==> src/rtl/chia_xung_pwm_if.sv <==
// Control/status bundle for chia_xung_pwm.
// master: the block that programs the divider and watches its outputs.
// slave:  the divider itself.
interface chia_xung_pwm_if #(
    parameter int unsigned W = 8
);
    logic         en;
    logic         mode;
    logic [W-1:0] period;
    logic [W-1:0] duty;
    logic         cd;
    logic         wrap;
    logic [W-1:0] cnt;
    logic         busy;

    modport master (
        output en, mode, period, duty,
        input  cd, wrap, cnt, busy
    );

    modport slave (
        input  en, mode, period, duty,
        output cd, wrap, cnt, busy
    );
endinterface

==> src/rtl/chia_xung_pwm.sv <==
// Pulse-counting divider / PWM generator.
// The raw pulse p is synchronised, optionally glitch-filtered, and edge-detected into a
// registered 1-clock tick. The counter runs 0..per_sh on ticks; cd is high while the count is
// above dut_sh. Shadow registers reload only on IDLE->RUN and at each wrap.
// Build option: define CHIA_XUNG_FILTER_EN to insert a FILT_LEN-clock stability filter
// between the synchroniser and the edge detector.
module chia_xung_pwm #(
    parameter int unsigned W        = 8,
    parameter int unsigned FILT_LEN = 4
) (
    input  logic              clk,
    input  logic              rst_n,
    input  logic              p,
    chia_xung_pwm_if.slave    bus
);

    if (FILT_LEN < 1 || FILT_LEN > 255) begin : g_filt_len_chk
        $error("chia_xung_pwm: FILT_LEN must be in 1..255");
    end

    typedef enum logic [1:0] {StIdle, StRun, StDone} state_e;

    state_e       state_q, state_d;
    logic [W-1:0] cnt_q, cnt_d;
    logic [W-1:0] per_sh_q, per_sh_d;
    logic [W-1:0] dut_sh_q, dut_sh_d;
    logic         wrap_q, wrap_d;

    logic         sync1_q, sync1_d;
    logic         sync2_q, sync2_d;
    logic [1:0]   vld_q, vld_d;     // marks sync stages holding post-reset samples
    logic         armed_q, armed_d; // set once a genuine low level has been seen
    logic         prev_q, prev_d;
    logic         tick_q, tick_d;
    logic         lvl;

`ifdef CHIA_XUNG_FILTER_EN
    logic         filt_q, filt_d;
    logic [7:0]   fcnt_q, fcnt_d;

    // Filtered level follows sync2 only after it differs for FILT_LEN consecutive clocks.
    always_comb begin
        filt_d = filt_q;
        fcnt_d = 8'd0;
        if (sync2_q != filt_q) begin
            if (fcnt_q == 8'(FILT_LEN - 1)) begin
                filt_d = sync2_q;
            end else begin
                fcnt_d = fcnt_q + 8'd1;
            end
        end
    end

    // Filter registers.
    always_ff @(posedge clk) begin
        if (!rst_n) begin
            filt_q <= 1'b0;
            fcnt_q <= 8'd0;
        end else begin
            filt_q <= filt_d;
            fcnt_q <= fcnt_d;
        end
    end

    assign lvl = filt_q;
`else
    assign lvl = sync2_q;
`endif

    // Synchroniser, arming and rising-edge detection; a level already high out of reset
    // never counts as an edge because armed stays clear until a real low is sampled.
    always_comb begin
        sync1_d = p;
        sync2_d = sync1_q;
        vld_d   = {vld_q[0], 1'b1};
        armed_d = armed_q | (vld_q[1] & ~sync2_q);
        prev_d  = lvl;
        tick_d  = lvl & ~prev_q & armed_q;
    end

    // Front-end registers.
    always_ff @(posedge clk) begin
        if (!rst_n) begin
            sync1_q <= 1'b0;
            sync2_q <= 1'b0;
            vld_q   <= 2'b00;
            armed_q <= 1'b0;
            prev_q  <= 1'b0;
            tick_q  <= 1'b0;
        end else begin
            sync1_q <= sync1_d;
            sync2_q <= sync2_d;
            vld_q   <= vld_d;
            armed_q <= armed_d;
            prev_q  <= prev_d;
            tick_q  <= tick_d;
        end
    end

    // FSM next state, counter, shadow reload and wrap strobe.
    always_comb begin
        state_d  = state_q;
        cnt_d    = cnt_q;
        per_sh_d = per_sh_q;
        dut_sh_d = dut_sh_q;
        wrap_d   = 1'b0;
        unique case (state_q)
            StIdle: begin
                cnt_d = '0;
                // A tick landing on this clock is deliberately dropped.
                if (bus.en) begin
                    state_d  = StRun;
                    per_sh_d = bus.period;
                    dut_sh_d = bus.duty;
                end
            end
            StRun: begin
                if (!bus.en) begin
                    state_d = StIdle;
                    cnt_d   = '0;
                end else if (tick_q) begin
                    if (cnt_q == per_sh_q) begin
                        cnt_d    = '0;
                        wrap_d   = 1'b1;
                        per_sh_d = bus.period;
                        dut_sh_d = bus.duty;
                        if (bus.mode) begin
                            state_d = StDone;
                        end
                    end else begin
                        cnt_d = cnt_q + W'(1);
                    end
                end
            end
            StDone: begin
                cnt_d = '0;
                if (!bus.en) begin
                    state_d = StIdle;
                end
            end
            default: begin
                state_d = StIdle;
                cnt_d   = '0;
            end
        endcase
    end

    // FSM and datapath registers.
    always_ff @(posedge clk) begin
        if (!rst_n) begin
            state_q  <= StIdle;
            cnt_q    <= '0;
            per_sh_q <= '0;
            dut_sh_q <= '0;
            wrap_q   <= 1'b0;
        end else begin
            state_q  <= state_d;
            cnt_q    <= cnt_d;
            per_sh_q <= per_sh_d;
            dut_sh_q <= dut_sh_d;
            wrap_q   <= wrap_d;
        end
    end

    // Outputs decode registered state only.
    assign bus.cnt  = cnt_q;
    assign bus.wrap = wrap_q;
    assign bus.busy = (state_q == StRun);
    assign bus.cd   = (state_q == StRun) && (cnt_q > dut_sh_q);

endmodule

==> src/flat_wrapper.sv <==
// flat-port wrapper written by rule: the top's interface ports become plain ports
module chia_xung_pwm_flat 
#(
    parameter int unsigned W        = 8,
    parameter int unsigned FILT_LEN = 4
)
  (clk, rst_n, p, bus_en, bus_mode, bus_period, bus_duty, bus_cd, bus_wrap, bus_cnt, bus_busy);
  chia_xung_pwm_if #(.W(W)) bus_i ();
  input  logic clk;
  input  logic rst_n;
  input  logic p;
  input wire logic [$bits(bus_i.en)-1:0] bus_en;
  input wire logic [$bits(bus_i.mode)-1:0] bus_mode;
  input wire logic [$bits(bus_i.period)-1:0] bus_period;
  input wire logic [$bits(bus_i.duty)-1:0] bus_duty;
  output wire logic [$bits(bus_i.cd)-1:0] bus_cd;
  output wire logic [$bits(bus_i.wrap)-1:0] bus_wrap;
  output wire logic [$bits(bus_i.cnt)-1:0] bus_cnt;
  output wire logic [$bits(bus_i.busy)-1:0] bus_busy;
  assign bus_i.en = bus_en;
  assign bus_i.mode = bus_mode;
  assign bus_i.period = bus_period;
  assign bus_i.duty = bus_duty;
  assign bus_cd = bus_i.cd;
  assign bus_wrap = bus_i.wrap;
  assign bus_cnt = bus_i.cnt;
  assign bus_busy = bus_i.busy;
  chia_xung_pwm #(.W(W), .FILT_LEN(FILT_LEN)) u_core (.clk(clk), .rst_n(rst_n), .p(p), .bus(bus_i));
endmodule
==> config.mk <==
export PLATFORM = sky130hd
export DESIGN_NAME = chia_xung_pwm_flat
export DESIGN_NICKNAME = d
export VERILOG_FILES = /design/src/rtl/chia_xung_pwm_if.sv /design/src/rtl/chia_xung_pwm.sv /design/src/flat_wrapper.sv
export SDC_FILE = /design/constraint.sdc
export NUM_CORES = 1
export LEC_CHECK = 0
export CAP_MARGIN = 10
export CELL_PAD_IN_SITES_DETAIL_PLACEMENT = 2
export CELL_PAD_IN_SITES_GLOBAL_PLACEMENT = 2
export CORE_MARGIN = 8
export CORE_UTILIZATION = 34
export CTS_BUF_LIST = sky130_fd_sc_hd__clkbuf_4
export CTS_CLUSTER_DIAMETER = 200
export DETAILED_ROUTE_END_ITERATION = 16
export GPL_TIMING_DRIVEN = 0
export PLACE_DENSITY = 0.86
export SLEW_MARGIN = 0
export SYNTH_ARGS = -nofsm -noshare
export SYNTH_HDL_FRONTEND = slang
export SYNTH_SLANG_ARGS = --single-unit
==> constraint.sdc <==
create_clock -name clk -period 5.35 [get_ports clk]
set_input_delay 0.8025 -clock clk [delete_from_list [all_inputs] [get_ports clk]]
set_output_delay 0.8025 -clock clk [all_outputs]
set_load 0.02 [all_outputs]
==> results of run 1 <==
[state kept, by name, indices dropped and copies added, names as in the netlist]
name	count
u_core.bus.cnt	8
u_core.dut_sh_q	8
u_core.per_sh_q	8
u_core.state_q	2
u_core.vld_q	2
u_core.armed_q	1
u_core.bus.wrap	1
u_core.lvl	1
u_core.prev_q	1
u_core.sync1_q	1
u_core.tick_q	1
[layout by cell type (no fill, tap or decap), types with 2 or more instances in the layout]
| cell | n |
|---|---|
| and2_1 | 4 |
| clkdlybuf4s50_1 | 31 |
| inv_1 | 12 |
| nand3_1 | 3 |
| clkbuf_1 | 5 |
| clkbuf_4 | 5 |
| nand4_1 | 5 |
| xnor2_1 | 7 |
| nor2b_1 | 3 |
| clkinv_2 | 2 |
| a21oi_1 | 2 |
| nor2_1 | 13 |
| xor2_1 | 4 |
| nand2b_1 | 3 |
| o21a_1 | 2 |
| ha_1 | 9 |
| dfxtp_1 | 34 |
| nand2_1 | 37 |
| mux2i_1 | 17 |
| o21ai_0 | 3 |
[logic make-up after synthesis]
kind of cell,count (synthesis),share of synthesized area [%]
compound gates,13,6.81
mux,17,10.5
xor+xnor,12,6.96
buf+inv,18,5.18
fa+ha+maj,9,6.96
simple gates,74,21.5
flops,34,42.1
[layer usage]
metal	wire [um]	vias to the layer above	part of all wire [%]	GRT usage (%)
li1	-	660	-	-
met1	1920	667	42	14.4
met3	131	4	2.9	3.67
met2	2460	20	54	25.1
met4	42	0	0.92	4.37
met5	0	-	0	0
[cell type report]
cell class	instances	area, um^2
repair buffers	31	310
multi-input cells	125	853
well taps	54	67.6
clock inverters	3	40.0
inverters	12	45.0
clock buffers	5	37.5
flip-flops and latches	34	681
plain buffers	6	38.8
fillers	506	2590
[through the flow]
stage               instances  instance area, um^2  setup WS (ps)
floorplan                 177                 1620           2980
global route              270                 2070           1930
global placement          262                 2000           2550
CTS                       270                 2070           2040
detailed placement        262                 2000           2450
finish                    270                 2070           2070
[power by group through the flow]
stage | Sequential, W | Clock, W | Combinational, W
detailed placement | 0.000276 | 0 | 0.0000672
finish | 0.000270 | 0.000185 | 0.0000667
global placement | 0.000275 | 0 | 0.0000622
floorplan | 0.000273 | 0 | 0.0000395
CTS | 0.000270 | 0.000193 | 0.0000681
global route | 0.000271 | 0.000204 | 0.0000731
[worst max path at each step]
| stage | end | slack (ps) | cells after the start |
|---|---|---|---|
| 2_1_floorplan | bus_cd | 2980 | 6 |
| 3_3_place_gp | bus_cd | 2550 | 7 |
| 3_5_place_dp | bus_cd | 2450 | 7 |
| 4_1_cts | bus_cd | 2040 | 7 |
| 5_1_grt | bus_cd | 1930 | 8 |
| 6_report | bus_cd | 2070 | 7 |
==> results.json, run 1 <==
{
  "synth_area_leaders": "dfxtp_1, mux2i_1, nand2_1",
  "required_ps": 4550,
  "clk_path_buf_depth": 2,
  "skew_ps": 14.5,
  "cts_root_buf": "clkbuf_4",
  "die_h_um": 85.0,
  "synth.most_common_cell": "nand2_1",
  "ys_ff_latch": 34,
  "antenna_found_initial": 0,
  "final_util_pct": 44.5,
  "cp_num_buf_inv": 1,
  "overflow": 0,
  "p_comb_share_pct": 12.8,
  "setup_violations": 0,
  "die_x_um": 85.0,
  "num_rows": 25,
  "dieArea_um2": 7220,
  "io_buffers": 31,
  "hold_violations": 0,
  "rsz0062_at_grt": "no",
  "setup_tns_ps": 0,
  "p_leak_nw": 0.850,
  "yosys.area.top_type": "dfxtp_1",
  "switching_share_pct": 24.1,
  "min_to": "u_core.vld_q[1]$_SDFF_PN0_",
  "power_density_nw_per_um2": 252,
  "rr_startpoint": "u_core.bus.cnt[3]$_SDFFE_PN0P_",
  "core_um2": 4660,
  "synthTopCellsByCount": "nand2_1, dfxtp_1, mux2i_1, nor2_1, inv_1",
  "avgRoutedWirePerCell_um": 16.9,
  "synth-edff-count": 0,
  "clk_pin_slew_worst_paths_ps": 110,
  "path_max_fanout": 6,
  "cp_slowest_stage_delay_ps": 540,
  "tightest_slew_ps": 483,
  "first_pass_iters": 4,
  "syn_to_final_growth_pct": 28.2,
  "p_seq_share_pct": 51.8,
  "end_kind": "output port",
  "report.final.slew_viol_count": 0,
  "p_int_w": 0.000396,
  "drt_wl_total_um": 4550,
  "synthFlopType": "dfxtp_1",
  "synth_nets": 207,
  "netlist.area_leader.share_pct": 42.1,
  "cts-resized-gates": 0,
  "vdd.ir_drop.worst_mv": 0.107,
  "grt_pass1_vias": 1589,
  "status": "complete, no violations",
  "synth_cell_types": 31,
  "postCtsSetupRepairBufs": 0,
  "hold_ws_ps": 458,
  "gp_congestion": 0.815,
  "max_freq_mhz": 305,
  "cts_max_level": 2,
  "pwr-share-clk_pct": 35.4,
  "cts_tree": "built",
  "hold_class": "flip-flop to flip-flop",
  "fin_crit_sh_pct": 61.2,
  "synth_area_um2": 1620,
  "max_slew_margin_pct": 67.5,
  "vias": 1351,
  "drc": 0,
  "boundaryPins": 32,
  "synth-seq-area-share_pct": 42.1,
  "cts_inserted_buffers": 5,
  "crit_start": "u_core.bus.cnt[1]$_SDFFE_PN0P_",
  "crit_family": "compound AO/OA/AOI/OAI gates",
  "initial_core_util_pct": 34.7,
  "path_class": "flip-flop to output port",
  "fin_nets": 245,
  "clkSinkCount": 34,
  "reg2reg_to": "u_core.per_sh_q[2]$_SDFFE_PN0P_",
  "grt_max_degree": 12,
  "dp_hpwl_um": 3710,
  "arrival_ps": 2470,
  "insertion_delay_ps": 330,
  "synthArstFlopShare_pct": 0,
  "hold_buffers": 0,
  "crit_chain": "ha_1 -> nor2b_1 -> o21a_1 -> o21ai_0 -> a21oi_1 -> o221a_2 -> clkdlybuf4s50_1",
  "grt_util_all_layers_pct": 13.6,
  "crit_slowest_cell": "clkdlybuf4s50_1",
  "dr.first_iter.drc_count": 29,
  "max_cap_viol_count": 0,
  "yosys_warnings": 0,
  "drive_above_1_share_pct": 6.94,
  "period_needed_ps": 3280,
  "reg2regPathDepth": 6,
  "drt-vias-per-instance": 5.00,
  "hold_path_depth": 1,
  "avgSynthCellArea_um2": 9.14,
  "syn_inst": 177,
  "antennaDiodeCount": 0,
  "grt_pass1_wl_um": 7770,
  "total_power_w": 0.000522,
  "r2r_slack_ps": 3350,
  "critPathLaunchType": "flip-flop",
  "netSwitchingPower_w": 0.000126,
  "hp-start": "u_core.vld_q[0]$_DFF_P_",
  "detail-route-antenna-nets": 0
}
Power figures use the tool's default switching activity.
==> run 2, diff against run 1 <==
CORE_UTILIZATION = 32   (was 34)
PLACE_DENSITY = 0.81   (was 0.86)
clock period = 3.3 ns   (was 5.35 ns; I/O delays follow)
==> run 2 against run 1 <==
Net effect:
- via count is 0.96% lower
- sequential share of layout area grew 0.26 points
- worst setup slack worse by 1700 ps
- sequential power increased by 62%
- clock power rose by 8%
- global-route usage decreased by 1.2 points
- non-clock buffer count stayed put
- register-to-register slack worse by 2100 ps
- clock skew down 11 ps
- hold slack got worse by 7.5 ps
- core utilization decreased by 3.2 points
==> results.json, run 2 (same netlist as run 1, synthesis figures left out) <==
{
  "syn_to_final_growth_pct": 27.1,
  "path_max_fanout": 6,
  "setup_tns_ps": 0,
  "hold_class": "flip-flop to flip-flop",
  "vdd.ir_drop.worst_mv": 0.159,
  "postCtsSetupRepairBufs": 0,
  "cts_tree": "built",
  "grt_pass1_wl_um": 7090,
  "num_rows": 26,
  "grt_util_all_layers_pct": 12.4,
  "boundaryPins": 32,
  "grt_max_degree": 11,
  "critPathLaunchType": "flip-flop",
  "fin_nets": 245,
  "report.final.slew_viol_count": 0,
  "final_cells": 284,
  "detail-route-antenna-nets": 0,
  "insertion_delay_ps": 320,
  "clk_path_buf_depth": 2,
  "crit_start": "u_core.bus.cnt[1]$_SDFFE_PN0P_",
  "drc": 0,
  "placed_area_um2": 2020,
  "rsz0062_at_grt": "no",
  "drt-vias-per-instance": 4.71,
  "rr_startpoint": "u_core.bus.cnt[3]$_SDFFE_PN0P_",
  "gp_congestion": 0.782,
  "hp-start": "u_core.vld_q[0]$_DFF_P_",
  "die_h_um": 87.1,
  "finish.instance_area_um2": 2060,
  "dp_slack_ps": 682,
  "final_common_cell": "nand2_1",
  "end_kind": "output port",
  "overflow": 0,
  "tightest_slew_ps": 491,
  "layout_common_cells": "nand2_1, dfxtp_1, clkdlybuf4s50_1",
  "hold_buffers": 0,
  "antenna_found_initial": 0,
  "status": "complete, no violations",
  "cts_max_level": 2,
  "initial_core_util_pct": 32.5,
  "clkSinkCount": 34,
  "dp_cells": 278,
  "drive_above_1_share_pct": 5.61,
  "period_needed_ps": 2970,
  "crit_family": "compound AO/OA/AOI/OAI gates",
  "vias": 1338,
  "antennaDiodeCount": 0,
  "dieArea_um2": 7590,
  "max_cap_viol_count": 0,
  "max_freq_mhz": 336,
  "skew_ps": 3.74,
  "required_ps": 2800,
  "grt_pass1_vias": 1529,
  "drt_wl_total_um": 4220,
  "arrival_ps": 2480,
  "dr.first_iter.drc_count": 88,
  "setup_violations": 0,
  "path_class": "flip-flop to output port",
  "core_um2": 4980,
  "cp_slowest_stage_delay_ps": 540,
  "hold_violations": 0,
  "p_leak_nw": 0.829,
  "clk_pin_slew_worst_paths_ps": 90,
  "io_buffers": 31,
  "cp_num_buf_inv": 1,
  "die_x_um": 87.1,
  "fin_crit_sh_pct": 90.1,
  "crit_chain": "ha_1 -> nor2b_1 -> o21a_1 -> o21ai_0 -> a21oi_1 -> o221a_2 -> clkdlybuf4s50_1",
  "dp_hpwl_um": 3480,
  "power_density_nw_per_um2": 361,
  "fin_ws_ps": 326,
  "max_slew_margin_pct": 67.0,
  "first_pass_iters": 4,
  "cts-resized-gates": 0,
  "avgRoutedWirePerCell_um": 14.8,
  "crit_slowest_cell": "clkdlybuf4s50_1",
  "cts_root_buf": "clkbuf_4",
  "cts_inserted_buffers": 5
}
run 2: cell types whose count changed in the layout (fill, tap and decap cells not counted), sizes merged:
| cell | delta |
|---|---|
| bufinv | -1 |
| clkinv | -1 |
run 2: final cells by class:
type | instances | area, um^2
inverter | 12 | 45.0
buffer | 6 | 38.8
fill | 565 | 2920
tap | 70 | 87.6
timing repair buffer | 31 | 310
clock inverter | 1 | 3.75
sequential | 34 | 681
clock buffer | 5 | 37.5
multi-input combinational | 125 | 853
run 2: report_power, final:
part	switching, W	internal, W
combinational	0.0000486	0.0000577
clock	0.000126	0.0000727
sequential	0.0000100	0.000427
total	0.000185	0.000557
run 2: metrics by stage:
step | util (%) | hold WS, ps | power [W]
floorplan | - | 412 | 0.000507
global placement | 40.5 | 416 | 0.000547
detailed placement | 40.5 | 430 | 0.000555
CTS | 41.3 | 455 | 0.000758
global route | 41.3 | 491 | 0.000788
finish | 41.3 | 450 | 0.000742
run 2: layer usage:
layer	vias to the layer above	wire length, um	part of all wire [%]	track usage, %
li1	656	-	-	-
met1	644	1730	41	12.8
met2	34	2220	53	21.8
met3	4	207	4.9	4.43
met4	0	55	1.3	5.63
met5	-	0	0	0
run 2: worst paths after layout:
kind,to,slack [ps],cells past startpoint
max,bus_cd,330,7
min,u_core.vld_q[1]$_SDFF_PN0_,450,1
max reg2reg,u_core.per_sh_q[4]$_SDFFE_PN0P_,1300,6
min reg2reg,u_core.vld_q[1]$_SDFF_PN0_,450,1
